--- config.mk ---
export PLATFORM = sky130hd
export DESIGN_NAME = spcpu_mem_arbiter
export DESIGN_NICKNAME = d
export VERILOG_FILES = /design/src/rtl/spcpu_mem_arbiter.sv
export SDC_FILE = /design/constraint.sdc
export NUM_CORES = 1
export LEC_CHECK = 0
export CAP_MARGIN = 10
export CORE_ASPECT_RATIO = 0.75
export CORE_UTILIZATION = 65
export CTS_CLUSTER_SIZE = 14
export DETAILED_ROUTE_END_ITERATION = 10
export DONT_BUFFER_PORTS = 1
export PLACE_DENSITY = 0.9
export SYNTH_ARGS = -nofsm -noshare
export SYNTH_HDL_FRONTEND = slang
export SYNTH_SLANG_ARGS = --single-unit
--- constraint.sdc ---
create_clock -name clk -period 5.2 [get_ports clk]
set_input_delay 0.52 -clock clk [delete_from_list [all_inputs] [get_ports clk]]
set_output_delay 0.52 -clock clk [all_outputs]
set_load 0.01 [all_outputs]
--- src/rtl/spcpu_mem_arbiter.sv ---
// spcpu_mem_arbiter: two-port round-robin arbiter and sequencer for the
// single spcpu memory bus. Port 0 is the CPU path, port 1 a secondary master.
// One transaction in flight at a time: IDLE -> ACCESS -> DONE -> IDLE.
// Optional feature macro: MEM_ARB_TIMEOUT_EN (aborts ACCESS with err=1 after
// TIMEOUT_CYCLES cycles without mem_ack). Undefined: waits forever, err=0.
module spcpu_mem_arbiter #(
   parameter int ADDR_WIDTH     = 16,
   parameter int DATA_WIDTH     = 16,
   parameter int TIMEOUT_CYCLES = 15
) (
   input  logic                  clk,
   input  logic                  reset,
   input  logic                  r0_req,
   input  logic [ADDR_WIDTH-1:0] r0_addr,
   input  logic [DATA_WIDTH-1:0] r0_wdata,
   input  logic                  r0_we,
   input  logic                  r0_sz,
   output logic                  r0_gnt,
   output logic                  r0_done,
   output logic [DATA_WIDTH-1:0] r0_rdata,
   input  logic                  r1_req,
   input  logic [ADDR_WIDTH-1:0] r1_addr,
   input  logic [DATA_WIDTH-1:0] r1_wdata,
   input  logic                  r1_we,
   input  logic                  r1_sz,
   output logic                  r1_gnt,
   output logic                  r1_done,
   output logic [DATA_WIDTH-1:0] r1_rdata,
   output logic                  mem_req,
   output logic [ADDR_WIDTH-1:0] mem_addr,
   output logic [DATA_WIDTH-1:0] mem_wdata,
   output logic                  mem_we,
   output logic                  mem_sz,
   input  logic                  mem_ack,
   input  logic [DATA_WIDTH-1:0] mem_rdata,
   output logic                  err
);

   typedef enum logic [1:0] {IDLE, ACCESS, DONE} state_t;

   // Requester fields gathered into per-port vectors so the winner can index them.
   logic [1:0]                 req_vec;
   logic [1:0][ADDR_WIDTH-1:0] addr_vec;
   logic [1:0][DATA_WIDTH-1:0] wdata_vec;
   logic [1:0]                 we_vec;
   logic [1:0]                 sz_vec;

   assign req_vec   = {r1_req, r0_req};
   assign addr_vec  = {r1_addr, r0_addr};
   assign wdata_vec = {r1_wdata, r0_wdata};
   assign we_vec    = {r1_we, r0_we};
   assign sz_vec    = {r1_sz, r0_sz};

   state_t                     state_reg, state_next;
   logic                       winner_reg, winner_next;
   logic                       last_winner_reg, last_winner_next;
   logic                       mem_req_reg, mem_req_next;
   logic [ADDR_WIDTH-1:0]      mem_addr_reg, mem_addr_next;
   logic [DATA_WIDTH-1:0]      mem_wdata_reg, mem_wdata_next;
   logic                       mem_we_reg, mem_we_next;
   logic                       mem_sz_reg, mem_sz_next;
   logic [1:0]                 gnt_reg, gnt_next;
   logic [1:0]                 done_reg, done_next;
   logic [1:0][DATA_WIDTH-1:0] rdata_reg, rdata_next;
   logic                       pick;
`ifdef MEM_ARB_TIMEOUT_EN
   localparam logic [7:0] TIMEOUT_LAST = 8'(TIMEOUT_CYCLES - 1);
   logic [7:0] cnt_reg, cnt_next;
   logic       err_reg, err_next;
`endif

   // State and output registers; last_winner resets to 1 so port 0 wins the first tie.
   always_ff @(posedge clk or negedge reset) begin
      if (!reset) begin
         state_reg       <= IDLE;
         winner_reg      <= 1'b0;
         last_winner_reg <= 1'b1;
         mem_req_reg     <= 1'b0;
         mem_addr_reg    <= '0;
         mem_wdata_reg   <= '0;
         mem_we_reg      <= 1'b0;
         mem_sz_reg      <= 1'b0;
         gnt_reg         <= '0;
         done_reg        <= '0;
         rdata_reg       <= '0;
`ifdef MEM_ARB_TIMEOUT_EN
         cnt_reg         <= '0;
         err_reg         <= 1'b0;
`endif
      end else begin
         state_reg       <= state_next;
         winner_reg      <= winner_next;
         last_winner_reg <= last_winner_next;
         mem_req_reg     <= mem_req_next;
         mem_addr_reg    <= mem_addr_next;
         mem_wdata_reg   <= mem_wdata_next;
         mem_we_reg      <= mem_we_next;
         mem_sz_reg      <= mem_sz_next;
         gnt_reg         <= gnt_next;
         done_reg        <= done_next;
         rdata_reg       <= rdata_next;
`ifdef MEM_ARB_TIMEOUT_EN
         cnt_reg         <= cnt_next;
         err_reg         <= err_next;
`endif
      end
   end

   // Next-state logic: arbitrate in IDLE, wait for ack (or timeout) in ACCESS, retire in DONE.
   always_comb begin
      state_next       = state_reg;
      winner_next      = winner_reg;
      last_winner_next = last_winner_reg;
      mem_req_next     = mem_req_reg;
      mem_addr_next    = mem_addr_reg;
      mem_wdata_next   = mem_wdata_reg;
      mem_we_next      = mem_we_reg;
      mem_sz_next      = mem_sz_reg;
      gnt_next         = gnt_reg;
      done_next        = done_reg;
      rdata_next       = rdata_reg;
      pick             = 1'b0;
`ifdef MEM_ARB_TIMEOUT_EN
      cnt_next         = cnt_reg;
      err_next         = err_reg;
`endif
      case (state_reg)
         IDLE: begin
            if (|req_vec) begin
               // On a tie the port that did not win last time goes next.
               pick           = (&req_vec) ? ~last_winner_reg : req_vec[1];
               winner_next    = pick;
               mem_addr_next  = addr_vec[pick];
               mem_wdata_next = wdata_vec[pick];
               mem_we_next    = we_vec[pick];
               mem_sz_next    = sz_vec[pick];
               mem_req_next   = 1'b1;
               gnt_next       = '0;
               gnt_next[pick] = 1'b1;
               state_next     = ACCESS;
`ifdef MEM_ARB_TIMEOUT_EN
               cnt_next       = '0;
`endif
            end
         end
         ACCESS: begin
            if (mem_ack) begin
               mem_req_next          = 1'b0;
               done_next[winner_reg] = 1'b1;
               if (!mem_we_reg)
                  rdata_next[winner_reg] = mem_rdata;
               state_next            = DONE;
`ifdef MEM_ARB_TIMEOUT_EN
               err_next              = 1'b0;
            end else if (cnt_reg == TIMEOUT_LAST) begin
               mem_req_next          = 1'b0;
               done_next[winner_reg] = 1'b1;
               err_next              = 1'b1;
               state_next            = DONE;
            end else begin
               cnt_next              = cnt_reg + 8'd1;
`endif
            end
         end
         DONE: begin
            done_next        = '0;
            gnt_next         = '0;
            last_winner_next = winner_reg;
            state_next       = IDLE;
`ifdef MEM_ARB_TIMEOUT_EN
            err_next         = 1'b0;
`endif
         end
         default: state_next = IDLE;
      endcase
   end

   assign mem_req   = mem_req_reg;
   assign mem_addr  = mem_addr_reg;
   assign mem_wdata = mem_wdata_reg;
   assign mem_we    = mem_we_reg;
   assign mem_sz    = mem_sz_reg;
   assign r0_gnt    = gnt_reg[0];
   assign r1_gnt    = gnt_reg[1];
   assign r0_done   = done_reg[0];
   assign r1_done   = done_reg[1];
   assign r0_rdata  = rdata_reg[0];
   assign r1_rdata  = rdata_reg[1];
`ifdef MEM_ARB_TIMEOUT_EN
   assign err       = err_reg;
`else
   assign err       = 1'b0;
`endif

endmodule

==> impl_metrics.env <==
export IMPL_cts_inserted_buffers=9
export IMPL_setup_worst_path_start_class="flop"
export IMPL_initial_cell_density_of_the_core_pct=67.9
export IMPL_post_route_cells_drive_above_1_share_pct=57.3
export IMPL_timing_final_crit_share_pct=39.1
export IMPL_antenna_left=0
export IMPL_route_detailed_drc=11
export IMPL_portBuffers=0
export IMPL_peakVddDrop_mv=0.348
export IMPL_placement_rows=22
export IMPL_htree_num_levels=3
export IMPL_grt_antenna_before_repair=0
export IMPL_yosysSeqAreaShare_pct=56.5
export IMPL_grt_pass1_wl_um=9540
export IMPL_area_growth_pct=7.98
export IMPL_place_ws_ns=3.09
export IMPL_yosysTopAreaCell="dfrtp_1"
export IMPL_highest_signal_layer="met4"
export IMPL_postSynth_topFlopCell="dfrtp_1"
export IMPL_drv_cap=0
export IMPL_worst_endpoint_arrival_ns=2.25
export IMPL_finalWorstPathRequiredPeriod_ns=2.03
export IMPL_routabilityCongestion=0.703
export IMPL_hold_violations=0
export IMPL_syn_area_um2=3330
export IMPL_worstSetupEndpointType="flop"
export IMPL_synthesis_area_per_instance_um2=15.4
export IMPL_die_width_um=84.6
export IMPL_clk_insertion_delay_late_ns=0.33
export IMPL_violations="design-rule violations"
export IMPL_mappedNetlistNets=305
export IMPL_p_per_area_nw_per_um2=655
export IMPL_cts_sink_count=75
export IMPL_count_of_different_cell_masters_after_synthesis=24
export IMPL_cts_reportedPaths_clkPinSlew_ns=0.07
export IMPL_postSynthCellCount=216
export IMPL_synthSimpleGateAreaFrac_pct=2.67
export IMPL_antenna_diode_count=0
export IMPL_min_delay_path_class="in2async"
export IMPL_fraction_of_the_mapped_netlist_area_in_compound_gates_pct=1.50
export IMPL_drt_first_iter_violations=74
export IMPL_die_area_um2=5410
export IMPL_register_bit_count_reported_by_yosys=75
export IMPL_yosys_cell_count_top_type="mux2_2"
export IMPL_timing_worst_setup_path_type="reg2reg"
export IMPL_post_synth_fa_ha_maj_area_fraction_pct=0
export IMPL_cts_tree="yes"
export IMPL_outcome="complete, but fails checks"
export IMPL_die_h_um=63.9
export IMPL_rsz_0062_raised_after_global_routing="no"
export IMPL_grt_pass1_vias=1881
export IMPL_synth_area_top_cells="dfrtp_1, mux2_2, mux2_4"
export IMPL_cts_root_buffer="clkbuf_8"
export IMPL_vias_per_cell=6.11
export IMPL_drt_pass1_iterations=9
export IMPL_final_max_slew_viol_count=0
export IMPL_maximum_number_of_pins_on_one_net_before_global_route_repair=75
export IMPL_synth_commonest_cells="mux2_2, dfrtp_1, mux2_4"
export IMPL_met3RoutedLength_um=597
export IMPL_gr_total_overflow=0
export IMPL_synth_mux_area_fraction_pct=35.9
export IMPL_worst_pin_slew_ns=1.05
export IMPL_nNetsFinal=305
export IMPL_detailedPlacementHpwl_um=4370
export IMPL_fin_tns_setup_ns=0
export IMPL_synthesis_yosys_warnings=0
export IMPL_floorplan_core_area_um2=4900
export IMPL_layout_fillers=324
export IMPL_finalClockSkew_ns=0.00868
export IMPL_ios=161
export IMPL_yosys_area_share_xor_xnor_pct=0
export IMPL_timing_max_slew_rel_slack_pct=29.8
export IMPL_synth_top_family_by_area="multiplexers"
export IMPL_post_drt_wl_per_cell_um=21.8
export IMPL_wirelength_um=6100
export IMPL_setup_ws_ns=3.17
export IMPL_cts_path_max_buffers=2
export IMPL_synth_top_area_share_pct=55.7
export IMPL_async_flop_share_pct=100
export IMPL_cts_post_setup_buffers_inserted=0
export IMPL_max_freq_ghz=0.492
export IMPL_wl_met1_um=2330
export IMPL_report_final_setup_viol=0
export IMPL_synth_edf_count=0
export IMPL_groute_usage_overall_pct=23.8
export IMPL_vias=1711
export IMPL_routed_wl_met2_um=3140
export IMPL_total_leakage_power_nw=1.55
export IMPL_critical_path_fanouts_max=37
export IMPL_critical_path_required_ns=5.41
placed cells by master, fill, tap and decap left out:
cell	n
a21bo_2	1
nand2_2	1
buf_4	2
nor2_1	3
nand2b_1	2
dfstp_2	1
mux2_4	10
nand2_1	4
o21ai_0	4
inv_2	1
bufinv_16	3
mux2i_1	2
conb_1	1
a21o_1	1
mux2_2	91
buf_16	1
nor3_2	1
or4_4	1
a31oi_1	2
clkinvlp_4	1
and2_0	1
dfrtp_1	74
clkbuf_8	11
nor4_4	1
area by class of cell:
type	instances	area (um^2)	share of cell area [%]
Clock buffer	11	151	4.22
Clock inverter	4	97.6	2.72
Multi-Input combinational cell	126	1340	37.4
Sequential cell	75	1880	52.3
Inverter	1	3.75	0.105
Tap cell	60	75.1	2.09
Timing Repair Buffer	3	42.5	1.18
worst max-delay path, cell delays in order, from the launching register on:
cell and delay [ns]:
dfstp_2 0.53, a21bo_2 0.69, mux2_2 0.43, mux2_2 0.27
timing repair:
action,in CTS,in global routing
endpoints found under the hold margin,74,0
hold buffers,1,0
gates resized for setup,0,0
kinds of logic (layout without fill, tap and decap cells):
family	Yosys count	in the layout
and+or+nand+nor	14	14
DFF	75	75
buffers and inverters	15	19
other	1	1
AOI/OAI and AO/OA	8	8
muxes	103	103
metal layers:
| layer | vias up | track usage (%) |
|---|---|---|
| met5 | - | 0 |
| met4 | 0 | 7.63 |
| met3 | 2 | 9.82 |
| met2 | 93 | 40.4 |
| met1 | 852 | 27.8 |
| li1 | 764 | - |
stage by stage:
| step | hold slack (ns) | instances | total power, W | utilization (%) | instance area (um^2) |
|---|---|---|---|---|---|
| after floorplan | 0.224 | 216 | 0.00170 | - | 3330 |
| after global placement | 0.226 | 264 | 0.00176 | 67.6 | 3310 |
| after detailed placement | 0.226 | 264 | 0.00183 | 67.6 | 3310 |
| after CTS | 0.0197 | 280 | 0.00238 | 73.3 | 3590 |
| after global routing | 0.0107 | 280 | 0.00248 | 73.3 | 3590 |
| final | 0.0396 | 280 | 0.00235 | 73.3 | 3590 |
path summary, 6_finish.rpt:
path                                 start  cells after the start              end  slack (ns)
setup / recovery           last_winner_reg                      3     mem_addr[12]        3.17
hold / removal                       reset                      0  last_winner_reg        0.04
max in group asynchronous            reset                      1     mem_wdata[0]        4.84
min in group clk              mem_rdata[5]                      1      r1_rdata[5]        0.34
setup reg to reg           last_winner_reg                      3     mem_addr[12]        3.17
hold reg to reg            last_winner_reg                      2  last_winner_reg        0.50
power by group:
part / internal, W / switching (W) / total, W
Sequential: 0.000881 / 0.000363 / 0.00124
Combinational: 0.000367 / 0.000209 / 0.000576
Clock: 0.000342 / 0.000189 / 0.000531
Note: power is estimated with default switching activity, not from simulation.
